`config.mk`:
```
export PLATFORM = sky130hd
export DESIGN_NAME = frac_search_ctrl
export DESIGN_NICKNAME = d
export VERILOG_FILES = /design/src/rtl/frac_pkg.sv /design/src/rtl/rr_arb2.sv /design/src/rtl/frac_search_ctrl.sv
export SDC_FILE = /design/constraint.sdc
export NUM_CORES = 1
export LEC_CHECK = 0
export ABC_AREA = 0
export BUFFER_PORTS_ARGS = -buffer_cell sky130_fd_sc_hd__buf_2
export CORE_AREA = 2 2 112 114
export CTS_CLUSTER_SIZE = 12
export DETAILED_ROUTE_END_ITERATION = 10
export DIE_AREA = 0 0 114 116
export SETUP_SLACK_MARGIN = 0.02
export SKIP_CTS_REPAIR_TIMING = 1
export SLEW_MARGIN = 20
export SYNTH_ARGS = -nofsm -noshare
export SYNTH_HDL_FRONTEND = slang
export SYNTH_HIERARCHICAL = 1
export SYNTH_SLANG_ARGS = --single-unit
```
`constraint.sdc`:
```
create_clock -name clk -period 4.3 [get_ports clk]
set_input_delay 0.86 -clock clk [delete_from_list [all_inputs] [get_ports clk]]
set_output_delay 0.86 -clock clk [all_outputs]
set_load 0.01 [all_outputs]
```
`src/rtl/frac_pkg.sv`:
```
// Shared types and constants for the fractional-pel search sequencer.
package frac_pkg;
    typedef enum logic [1:0] {IDLE, FETCH, WAIT, HOLD} state_t;

    localparam int ROWS  = 8;
    localparam int PIX_W = 64;
    localparam int MV_W  = 3;
    localparam int ROW_W = 3;
endpackage

```
`src/rtl/rr_arb2.sv`:
```
// Two-way round-robin arbiter; the last-grant pointer starts at 1 so requester 0 wins first.
module rr_arb2 (
    input  logic clk,
    input  logic reset,
    input  logic i_en,
    input  logic i_valid0,
    input  logic i_valid1,
    output logic o_grant0,
    output logic o_grant1
);
    logic r_last;

    assign o_grant0 = i_en & i_valid0 & (~i_valid1 | r_last);
    assign o_grant1 = i_en & i_valid1 & (~i_valid0 | ~r_last);

    always_ff @(posedge clk) begin
        if (reset)
            r_last <= 1'b1;
        else if (o_grant0 | o_grant1)
            r_last <= o_grant1;
    end
endmodule

```
`src/rtl/frac_search_ctrl.sv`:
```
// Block-search sequencer: arbitrates two requesters, streams 8 row pairs, captures the MV.
// Optional busy-cycle counter enabled by FRAC_SEARCH_CTRL_PERF_EN.
module frac_search_ctrl
    import frac_pkg::*;
#(
    parameter int BLK_W   = 3,
    parameter int RES_LAT = 1
) (
    input  logic               clk,
    input  logic               reset,
    input  logic               req0_valid,
    input  logic [BLK_W-1:0]   req0_blk,
    output logic               req0_ready,
    input  logic               req1_valid,
    input  logic [BLK_W-1:0]   req1_blk,
    output logic               req1_ready,
    output logic               mem_rd,
    output logic [BLK_W+2:0]   mem_addr,
    input  logic [PIX_W-1:0]   mem_filter_row,
    input  logic [PIX_W-1:0]   mem_ref_row,
    output logic [PIX_W-1:0]   fs_filter_pix,
    output logic [PIX_W-1:0]   fs_ref_pix,
    output logic               fs_input_ready,
    input  logic [MV_W-1:0]    fs_mvx,
    input  logic [MV_W-1:0]    fs_mvy,
    output logic               res_valid,
    input  logic               res_ready,
    output logic               res_id,
    output logic [MV_W-1:0]    res_mvx,
    output logic [MV_W-1:0]    res_mvy,
`ifdef FRAC_SEARCH_CTRL_PERF_EN
    input  logic               perf_clear,
    output logic [15:0]        perf_busy_cycles,
`endif
    output logic               busy
);
    localparam logic [2:0]       LAT      = 3'(RES_LAT);
    localparam logic [ROW_W-1:0] ROW_LAST = ROW_W'(ROWS - 1);

    state_t             r_state, w_next;
    logic [BLK_W-1:0]   r_blk;
    logic               r_id;
    logic [ROW_W-1:0]   r_row;
    logic [2:0]         r_lat;
    logic               r_fs_vld;
    logic [MV_W-1:0]    r_mvx, r_mvy;
    logic               w_grant0, w_grant1, w_mem_rd;

    rr_arb2 u_arb (
        .clk      (clk),
        .reset    (reset),
        .i_en     (r_state == IDLE),
        .i_valid0 (req0_valid),
        .i_valid1 (req1_valid),
        .o_grant0 (w_grant0),
        .o_grant1 (w_grant1)
    );

    always_comb begin
        w_next = r_state;
        case (r_state)
            IDLE:    if (w_grant0 | w_grant1) w_next = FETCH;
            FETCH:   if (r_row == ROW_LAST)   w_next = WAIT;
            WAIT:    if (r_lat == LAT)        w_next = HOLD;
            HOLD:    if (res_ready)           w_next = IDLE;
            default: w_next = IDLE;
        endcase
    end

    assign w_mem_rd = (r_state == FETCH);

    always_ff @(posedge clk) begin
        if (reset) begin
            r_state  <= IDLE;
            r_blk    <= '0;
            r_id     <= 1'b0;
            r_row    <= '0;
            r_lat    <= '0;
            r_fs_vld <= 1'b0;
            r_mvx    <= '0;
            r_mvy    <= '0;
        end else begin
            r_state  <= w_next;
            r_fs_vld <= w_mem_rd;
            case (r_state)
                IDLE: if (w_grant0 | w_grant1) begin
                    r_blk <= w_grant1 ? req1_blk : req0_blk;
                    r_id  <= w_grant1;
                    r_row <= '0;
                end
                FETCH: begin
                    r_row <= r_row + 3'd1;
                    r_lat <= '0;
                end
                // The datapath result is stable RES_LAT cycles after the last row strobe.
                WAIT: begin
                    r_lat <= r_lat + 3'd1;
                    if (r_lat == LAT) begin
                        r_mvx <= fs_mvx;
                        r_mvy <= fs_mvy;
                    end
                end
                default: ;
            endcase
        end
    end

    assign req0_ready     = w_grant0;
    assign req1_ready     = w_grant1;
    assign mem_rd         = w_mem_rd;
    assign mem_addr       = {r_blk, r_row};
    assign fs_input_ready = r_fs_vld;
    assign fs_filter_pix  = r_fs_vld ? mem_filter_row : '0;
    assign fs_ref_pix     = r_fs_vld ? mem_ref_row : '0;
    assign res_valid      = (r_state == HOLD);
    assign res_id         = r_id;
    assign res_mvx        = r_mvx;
    assign res_mvy        = r_mvy;
    assign busy           = (r_state != IDLE);

`ifdef FRAC_SEARCH_CTRL_PERF_EN
    logic [15:0] r_perf;

    always_ff @(posedge clk) begin
        if (reset || perf_clear)
            r_perf <= '0;
        else if (busy && r_perf != 16'hFFFF)
            r_perf <= r_perf + 16'd1;
    end

    assign perf_busy_cycles = r_perf;
`endif
endmodule
```
==> results of run 1 <==
-- cell type report --
| type | count | area (sq um) | share of cell area |
|---|---|---|---|
| tap | 147 | 184 | 0.0535 |
| inverter | 9 | 33.8 | 0.00983 |
| timing repair buffer | 291 | 1460 | 0.424 |
| clock buffer | 4 | 78.8 | 0.0229 |
| multi-input combinational | 195 | 1280 | 0.372 |
| sequential | 20 | 404 | 0.118 |
-- flip-flops by register name (all words and copies together) (netlist names) --
register / count
fs_input_ready: 1
r_blk: 3
r_lat: 3
r_row: 3
r_state: 2
res_id: 1
res_mvx: 3
res_mvy: 3
u_arb/r_last: 1
-- per-layer routing --
layer  global-route usage  wire length (microns)
met5                    0                      0
met4               0.0106                      6
met3               0.0157                    542
met2                0.190                   4090
met1                0.164                   4150
-- report_power, final --
| part | total (mW) | switching, mW | internal, mW |
|---|---|---|---|
| combinational | 0.669 | 0.349 | 0.321 |
| clock | 0.189 | 0.0633 | 0.126 |
| sequential | 0.298 | 0.0745 | 0.223 |
| total | 1.16 | 0.486 | 0.670 |
-- cell families (layout without fill, tap and decap cells) --
family / count (synthesis) / count (layout) / share of synthesized area
buf+inv: 28 / 304 / 0.0668
fa+ha+maj: 8 / 8 / 0.0556
compound gates: 21 / 21 / 0.0828
simple gates: 156 / 156 / 0.516
flops: 20 / 20 / 0.223
mux: 10 / 10 / 0.0563
-- synthesized netlist by cell type --
master / instances
a211o_1: 1
a211oi_1: 3
a21oi_1: 4
a21oi_2: 1
a22oi_1: 2
a311oi_1: 1
a31o_1: 1
a31oi_1: 1
a32oi_1: 2
and2_1: 128
buf_1: 1
buf_6: 2
clkbuf_1: 16
dfxtp_1: 20
ha_1: 8
inv_1: 9
mux2_2: 1
mux2i_1: 9
nand2_1: 5
nand3b_1: 1
nand4_1: 1
nor2_1: 17
nor2b_1: 1
nor3b_1: 1
o21ai_0: 2
o21ai_1: 1
o22a_1: 1
o31a_1: 1
or3_1: 1
or3b_4: 1
-- placed cells by master, fill, tap and decap left out, types with 2 or more instances in the layout --
cell	Yosys	routed
a211oi_1	3	3
a21oi_1	4	4
a22oi_1	2	2
a32oi_1	2	2
and2_1	128	128
buf_2	0	291
clkbuf_16	0	3
dfxtp_1	20	19
ha_1	8	8
inv_1	9	9
mux2i_1	9	9
nand2_1	5	5
nor2_1	17	17
o21ai_0	2	2
-- worst min-delay path: stages (launching register included) --
cell and delay (ps):
dfxtp_1 330, nand2_1 60, a21oi_1 50
-- how the worst max path moves through the flow --
| stage | to | slack [ps] |
|---|---|---|
| floorplan | req0_ready | 2220 |
| global placement | req1_ready | 1710 |
| detailed placement | req1_ready | 1720 |
| CTS | req1_ready | 1640 |
| global route | req1_ready | 1460 |
| finish | req1_ready | 1650 |
==> run_results.csv, run 1 <==
group,metric,value,unit
route,first_pass_iters,4,
finish,fin_nets,673,
route,antenna_left,0,
setup_path,crit_family,"compound AO/OA/AOI/OAI gates",
floorplanning,row_count,40,
global_route,antenna_found_initial,0,
cts,clockBufferDepth,2,
route,viasPerCell,3.75,
cts,cts_tree,"built",
global_route,grt_overflow,0,
finish,layout-drive-gt1-share,0.574,
cts,cts_made_buffers,3,
place,place_area,3360,sq um
route,totalWireLength,8790,microns
setup_path,r2r_start,"r_state[0]",
place,place_congestion,0.818,
sta,holdWs,485,ps
sta,fmax,0.378,GHz
finish,n_fill_cell,1335,
place,dp_slack,1720,ps
sta,fin_crit,2650,ps
setup_path,reg2reg_to,"r_row[2]",
route,remaining_drc_errors,0,
yosys,synth.yosys.seq_area_share,0.223,
sta,rsz0062_at_grt,"no",
cts,htree_levels,1,
global_route,grt_usage,0.115,
finish,post-route-cell-area,3440,sq um
route,avgRoutedWirePerCell,13.2,microns
finish,syn_to_final_growth,91.0,%
sta,clock_skew,3.74,ps
floorplanning,die_w,114,microns
place,hpwlAfterDp,7720,microns
finish,utilization,0.288,
setup_path,arrival,1790,ps
cts,clkTransAtPathRegs,60,ps
global_route,grt_pass1_vias,2220,
global_route,grt_max_degree,130,
route,vias,2500,
setup_path,reg2reg_slack,2250,ps
yosys,syn_nets,396,
floorplanning,die_y,116,microns
yosys,syn_area_per_cell,7.40,sq um
finish,fin_cells,666,
cts,clkLatencyLatePin,250,ps
route,drt_iter0_drc,50,
global_route,grt_pass1_wl,12000,microns
yosys,synth_area_leaders,"and2_1, dfxtp_1, ha_1",
sta,slew_violations,0,
sta,setup_viol,0,
finish,antennaDiodeCount,0,
yosys,synth-seq-cells,20,
run,maxCapViolations,0,
setup_path,path_depth,5,
setup_path,crit_path_cell_trace,"inv_1, ha_1, nand2_1, a21oi_1, buf_2",
setup_path,reg2reg_depth,8,
sta,slew_headroom,0.413,
pwr,power.total,1.16,mW
place,portBuffers,291,
setup_path,cp_max_fo,8,
yosys,netlist_area,1800,sq um
setup_path,critical_path_class,"reg2out",
setup_path,cp_slowest_cell,"a21oi_1",
pwr,p_leak,2.19,nW
setup_path,cpPeakStageDelay,480,ps
floorplanning,die-area,13200,sq um
yosys,synth.top_cell.area_share,0.445,
sta,finalHoldViolCount,0,
min_path,min_to,"r_row[0]",
sta,worst_pin_slew,880,ps
cts,clockRootBuffer,"clkbuf_16",
min_path,hp-class,"reg2reg",
min_path,worstHoldStart,"r_row[0]",
pwr,power_density,337,nW/um^2
setup_path,worstSetupEndpointType,"output pin",
yosys,syn_inst,243,
yosys,post-synth-top-area-cell,"and2_1",
setup_path,critPathRequiredTime,3440,ps
sta,min_period_over_period,0.616,
setup_path,crit_buf_inv,2,
status,status,"finished clean",
floorplanning,initial_core_util,0.151,
place,dp_cells,662,
pwr,ir_worst_vdd,0.330,mV
floorplanning,core,11900,sq um
setup_path,startpoint,"r_state[0]",
min_path,whs_path_depth,2,
sta,fin_ws,1650,ps
floorplanning,io_pins,292,
cts,clock-sinks,20,
yosys,ys_warn_count,6,
setup_path,cp-start-kind,"flip-flop",
yosys,synth_cell_types,30,
sta,fin_setup_tns,0,ps
Note: power is estimated with default switching activity, not from simulation.
==> inputs of run 2 (changes only) <==
--- a/config.mk
+++ b/config.mk
@@ -5,7 +5,7 @@
 export SDC_FILE = /design/constraint.sdc
 export NUM_CORES = 1
 export LEC_CHECK = 0
-export ABC_AREA = 0
+export ABC_AREA = 1
 export BUFFER_PORTS_ARGS = -buffer_cell sky130_fd_sc_hd__buf_2
 export CORE_AREA = 2 2 112 114
 export CTS_CLUSTER_SIZE = 12
==> constraint.sdc (replaced) <==
create_clock -name clk -period 2.5 [get_ports clk]
set_input_delay 0.5 -clock clk [delete_from_list [all_inputs] [get_ports clk]]
set_output_delay 0.5 -clock clk [all_outputs]
set_load 0.01 [all_outputs]
==> run 2 against run 1 <==
Compared with the run above:
- combinational power up 82%
- sequential share of layout area down 0.91 points
- highest routed layer unchanged
- largest power group unchanged
- hold slack worse by 43 ps
- largest cell class unchanged
==> run_results.csv, run 2 <==
group,metric,value,unit
global_route,grt_usage,0.129,
finish,layout_common_cells,"buf_2, nand2_1, inv_1",
setup_path,critPathRequiredTime,2000,ps
place,place_congestion,0.823,
yosys,syn_area_per_cell,5.02,sq um
setup_path,reg2reg_to,"r_row[0]",
yosys,ys_warn_count,6,
cts,htree_levels,1,
pwr,power_density,568,nW/um^2
min_path,hp-class,"reg2reg",
yosys,synthAdderAreaFrac,0.0494,
cts,clock-sinks,20,
sta,slew_violations,0,
place,hpwlAfterDp,8730,microns
floorplanning,die-area,13200,sq um
global_route,grt_max_degree,74,
yosys,muxShareOfSynthArea,0,
global_route,grt_pass1_wl,13600,microns
pwr,p_leak,3.24,nW
status,status,"finished clean",
yosys,netlist_area,2030,sq um
route,avgRoutedWirePerCell,11.9,microns
setup_path,crit_path_cell_trace,"inv_1, ha_1, nand2_1, inv_1, nand2_2, inv_1, buf_2",
yosys,synth_cell_types,21,
cts,clockRootBuffer,"clkbuf_16",
min_path,min_to,"res_mvx[0]",
setup_path,cpPeakStageDelay,390,ps
run,maxCapViolations,0,
global_route,grt_overflow,0,
sta,worst_pin_slew,422,ps
yosys,synth.yosys.seq_area_share,0.198,
cts,clkLatencyLatePin,260,ps
sta,min_period_over_period,0.876,
finish,utilization,0.313,
yosys,syn_inst,404,
finish,syn_to_final_growth,83.6,%
setup_path,arrival,1690,ps
setup_path,cp_slowest_cell,"ha_1",
floorplanning,die_y,116,microns
yosys,yosys.area_share.simple,0.351,
yosys,synth_edf_count,0,
floorplanning,row_count,40,
setup_path,cp_max_fo,9,
route,first_pass_iters,4,
pwr,power.total,2.11,mW
floorplanning,io_pins,292,
global_route,antenna_found_initial,4,
setup_path,worstSetupEndpointType,"output pin",
sta,finalHoldViolCount,0,
cts,cts_made_buffers,3,
finish,final_common_cell,"buf_2",
yosys,synth-seq-cells,20,
yosys,synth_top_flop_cell,"dfxtp_1",
floorplanning,die_w,114,microns
yosys,synth_xor_area_frac,0,
route,antenna_left,0,
route,remaining_drc_errors,0,
sta,rsz0062_at_grt,"no",
setup_path,startpoint,"r_state[1]",
setup_path,r2r_start,"r_state[1]",
route,viasPerCell,3.64,
yosys,synth.top_cell.area_share,0.289,
route,totalWireLength,9950,microns
min_path,worstHoldStart,"res_mvx[0]",
pwr,ir_worst_vdd,0.414,mV
sta,setup_viol,0,
floorplanning,initial_core_util,0.170,
floorplanning,core,11900,sq um
setup_path,reg2reg_slack,640,ps
finish,layout-drive-gt1-share,0.447,
setup_path,critical_path_class,"reg2out",
min_path,whs_path_depth,2,
yosys,synthTopCellsByCount,"nand2_1, inv_1, dfxtp_1",
place,portBuffers,291,
sta,fin_crit,2190,ps
sta,clock_skew,6.07,ps
cts,cts_tree,"built",
setup_path,critPathMostFrequentCell,"inv_1",
global_route,grt_pass1_vias,2598,
sta,slew_headroom,0.718,
route,drt_iter0_drc,133,
yosys,syn_nets,557,
yosys,synth_top_family_by_area,"simple AND/OR/NAND/NOR gates",
yosys,synthMostInstantiatedCell,"nand2_1",
cts,clkTransAtPathRegs,60,ps
finish,fin_nets,839,
sta,fmax,0.457,GHz
route,vias,3041,
yosys,synth_compound_area_frac,0.0765,
sta,fin_setup_tns,0,ps
setup_path,reg2reg_depth,11,
yosys,synthArstFlopShare,0,
yosys,synth_area_leaders,"nand2_1, inv_1, dfxtp_1",
yosys,post-synth-top-area-cell,"nand2_1",
setup_path,cp-start-kind,"flip-flop",
cts,clockBufferDepth,2,
## run 2: worst max path at each step
stage	to
floorplan	r_state[1]
global placement	req1_ready
detailed placement	req0_ready
CTS	req0_ready
global route	req0_ready
finish	req1_ready
## run 2: area by class of cell
type / instances / area (sq um)
antenna: 3 / 7.51
clock buffer: 3 / 75.1
clock inverter: 1 / 30.0
fill: 1376 / 8190
inverter: 152 / 571
multi-input combinational: 216 / 967
sequential: 20 / 404
tap: 147 / 184
timing repair buffer: 293 / 1480
## run 2: metrics by stage
step	cells	worst slack, ps	cell area, sq um	hold WS (ps)
after floorplan	404	792	2030	467
after global placement	828	669	3610	433
after detailed placement	828	578	3610	438
after CTS	832	288	3710	448
after global routing	834	177	3720	468
final	835	311	3720	442
## run 2: kinds of logic after synthesis
group	after synthesis
adder cells (fa/ha/maj)	8
AO/OA/AOI/OAI	28
flip-flops	20
AND/OR/NAND/NOR	180
buffers and inverters	168
## run 2: critical path, delay by kind of cell (launching register included)
family        cells  cell delay, ps
flops             1             350
fa+ha+maj         1             390
simple gates      2             150
buf+inv           4             530
## run 2: power by group
group / switching (mW) / internal (mW) / leakage [nW]
Combinational: 0.737 / 0.481 / 3.02
Sequential: 0.0636 / 0.381 / 0.164
Clock: 0.133 / 0.318 / 0.0511
## run 2: routing by layer
metal	global-route usage	wire, microns	up-vias
met5	0	0	-
met4	0.0293	136	0
met3	0.0214	645	12
met2	0.241	5160	112
met1	0.155	4020	1261
li1	-	-	1656
==> inputs of run 3 (changes only) <==
--- a/config.mk
+++ b/config.mk
@@ -5,12 +5,11 @@
 export SDC_FILE = /design/constraint.sdc
 export NUM_CORES = 1
 export LEC_CHECK = 0
-export ABC_AREA = 1
 export BUFFER_PORTS_ARGS = -buffer_cell sky130_fd_sc_hd__buf_2
-export CORE_AREA = 2 2 112 114
+export CORE_AREA = 2 2 113 115
 export CTS_CLUSTER_SIZE = 12
 export DETAILED_ROUTE_END_ITERATION = 10
-export DIE_AREA = 0 0 114 116
+export DIE_AREA = 0 0 115 117
 export SETUP_SLACK_MARGIN = 0.02
 export SKIP_CTS_REPAIR_TIMING = 1
 export SLEW_MARGIN = 20
==> constraint.sdc (replaced) <==
create_clock -name clk -period 2.03 [get_ports clk]
set_input_delay 0.406 -clock clk [delete_from_list [all_inputs] [get_ports clk]]
set_output_delay 0.406 -clock clk [all_outputs]
set_load 0.01 [all_outputs]
==> run 3 against run 2 <==
Compared with the run above:
- cell count decreased by 19%
- critical path depth shrank 2
- sequential cell count unchanged
- hold slack got worse by 59 ps
- first-iteration DRC count down 31%
- largest power group unchanged
- highest routed layer unchanged
==> run_results.csv, run 3 (synthesized netlist as in run 1, its figures left out) <==
group,metric,value,unit
status,status,"finished clean",
cts,clkTransAtPathRegs,60,ps
setup_path,reg2reg_slack,270,ps
global_route,grt_max_degree,82,
setup_path,cp_max_fo,4,
min_path,worstHoldStart,"fs_mvy[0]",
pwr,p_leak,2.22,nW
finish,utilization,0.285,
floorplanning,row_count,41,
route,avgRoutedWirePerCell,13.6,microns
cts,clockRootBuffer,"clkbuf_16",
sta,worst_pin_slew,395,ps
finish,layout_common_cells,"buf_2, and2_1, dfxtp_1",
place,place_congestion,0.834,
min_path,hp-class,"in2reg",
run,maxCapViolations,0,
setup_path,worstSetupEndpointType,"output pin",
route,antenna_left,0,
floorplanning,initial_core_util,0.146,
sta,min_period_over_period,0.917,
pwr,pwr-share-clk,0.173,
sta,slew_headroom,0.737,
cts,clock-sinks,20,
sta,holdWs,383,ps
pwr,p_sw_frac,0.415,
cts,clkLatencyLatePin,250,ps
setup_path,reg2reg_depth,7,
floorplanning,die_y,117,microns
floorplanning,die-area,13500,sq um
floorplanning,io_pins,292,
sta,fin_crit,1860,ps
place,hpwlAfterDp,8100,microns
global_route,grt_overflow,0,
sta,finalHoldViolCount,0,
setup_path,critPathRequiredTime,1620,ps
sta,slew_violations,0,
setup_path,r2r_start,"r_state[0]",
place,portBuffers,291,
global_route,grt_usage,0.120,
floorplanning,core,12300,sq um
route,totalWireLength,9150,microns
global_route,antenna_found_initial,2,
route,drt_iter0_drc,92,
pwr,p_switching,1.06,mW
setup_path,cp-start-kind,"flip-flop",
cts,cts_tree,"built",
finish,syn_to_final_growth,94.7,%
pwr,power.total,2.56,mW
cts,clockBufferDepth,2,
pwr,pwr-share-seq,0.207,
pwr,power_density,731,nW/um^2
route,first_pass_iters,4,
finish,final_common_cell,"buf_2",
pwr,p_int,1.50,mW
global_route,grt_pass1_wl,12600,microns
pwr,ir_worst_vdd,0.543,mV
sta,rsz0062_at_grt,"no",
pwr,pwr-share-comb,0.620,
sta,clock_skew,2.17,ps
min_path,min_to,"res_mvy[0]",
floorplanning,die_w,115,microns
sta,setup_viol,0,
cts,htree_levels,1,
setup_path,reg2reg_to,"r_state[1]",
setup_path,arrival,1450,ps
finish,layout-drive-gt1-share,0.583,
route,vias,2552,
route,remaining_drc_errors,0,
setup_path,critical_path_class,"reg2out",
sta,fmax,0.537,GHz
route,viasPerCell,3.78,
cts,cts_made_buffers,3,
finish,fin_nets,677,
global_route,grt_pass1_vias,2226,
sta,fin_setup_tns,0,ps
min_path,whs_path_depth,3,
[run 3: cell count changes in the layout (fill, tap and decap cells not counted), moves of 3 or more]
| cell | change |
|---|---|
| nand2_1 | -151 |
| inv_1 | -142 |
| and2_1 | +128 |
| mux2i_1 | +9 |
| a21oi_1 | -8 |
| o21ai_0 | -7 |
| nand3_1 | -3 |
[run 3: per-stage QoR]
stage	instances	cell area, sq um	setup WS (ps)
final	675	3500	169
after global routing	675	3500	25.0
after CTS	673	3490	112
after detailed placement	669	3400	231
after global placement	669	3400	316
after floorplan	243	1800	149
[run 3: layer usage]
layer | part of all wire | vias to the layer above | global-route usage
met5 | 0 | - | 0
li1 | - | 1329 | -
met2 | 0.49 | 123 | 0.206
met3 | 0.076 | 4 | 0.0170
met4 | 0.0033 | 0 | 0.0249
met1 | 0.43 | 1096 | 0.162
[run 3: critical path: stages, from the launching register on]
cell and delay [ps]:
dfxtp_1 340, inv_1 90, ha_1 230, nand2_1 90
a21oi_1 260, buf_2 200
[run 3: how the worst max path moves through the flow]
stage               startpoint    endpoint  slack, ps
CTS                 r_state[0]  req1_ready        110
detailed placement  r_state[0]    r_blk[1]        230
floorplan           r_state[0]  r_state[1]        150
global placement    r_state[0]  r_state[1]        320
global route        r_state[1]  req0_ready         30
finish              r_state[0]  req0_ready        170
[run 3: power groups by stage]
| stage | Combinational, mW | Sequential, mW | Clock, mW |
|---|---|---|---|
| finish | 1.59 | 0.530 | 0.444 |
| global route | 1.78 | 0.544 | 0.483 |
| CTS | 1.59 | 0.530 | 0.452 |
| detailed placement | 1.59 | 0.537 | 0 |
| global placement | 1.58 | 0.537 | 0 |
| floorplan | 0.944 | 0.546 | 0 |
[run 3: final cells by class]
cell class                      count  area (sq um)
Antenna cell                        2          5.00
Multi-Input combinational cell    195          1280
Sequential cell                    20           404
Tap cell                          150           188
Fill cell                        1404          8810
Inverter                            9          33.8
Clock buffer                        4          88.8
Timing Repair Buffer              295          1500
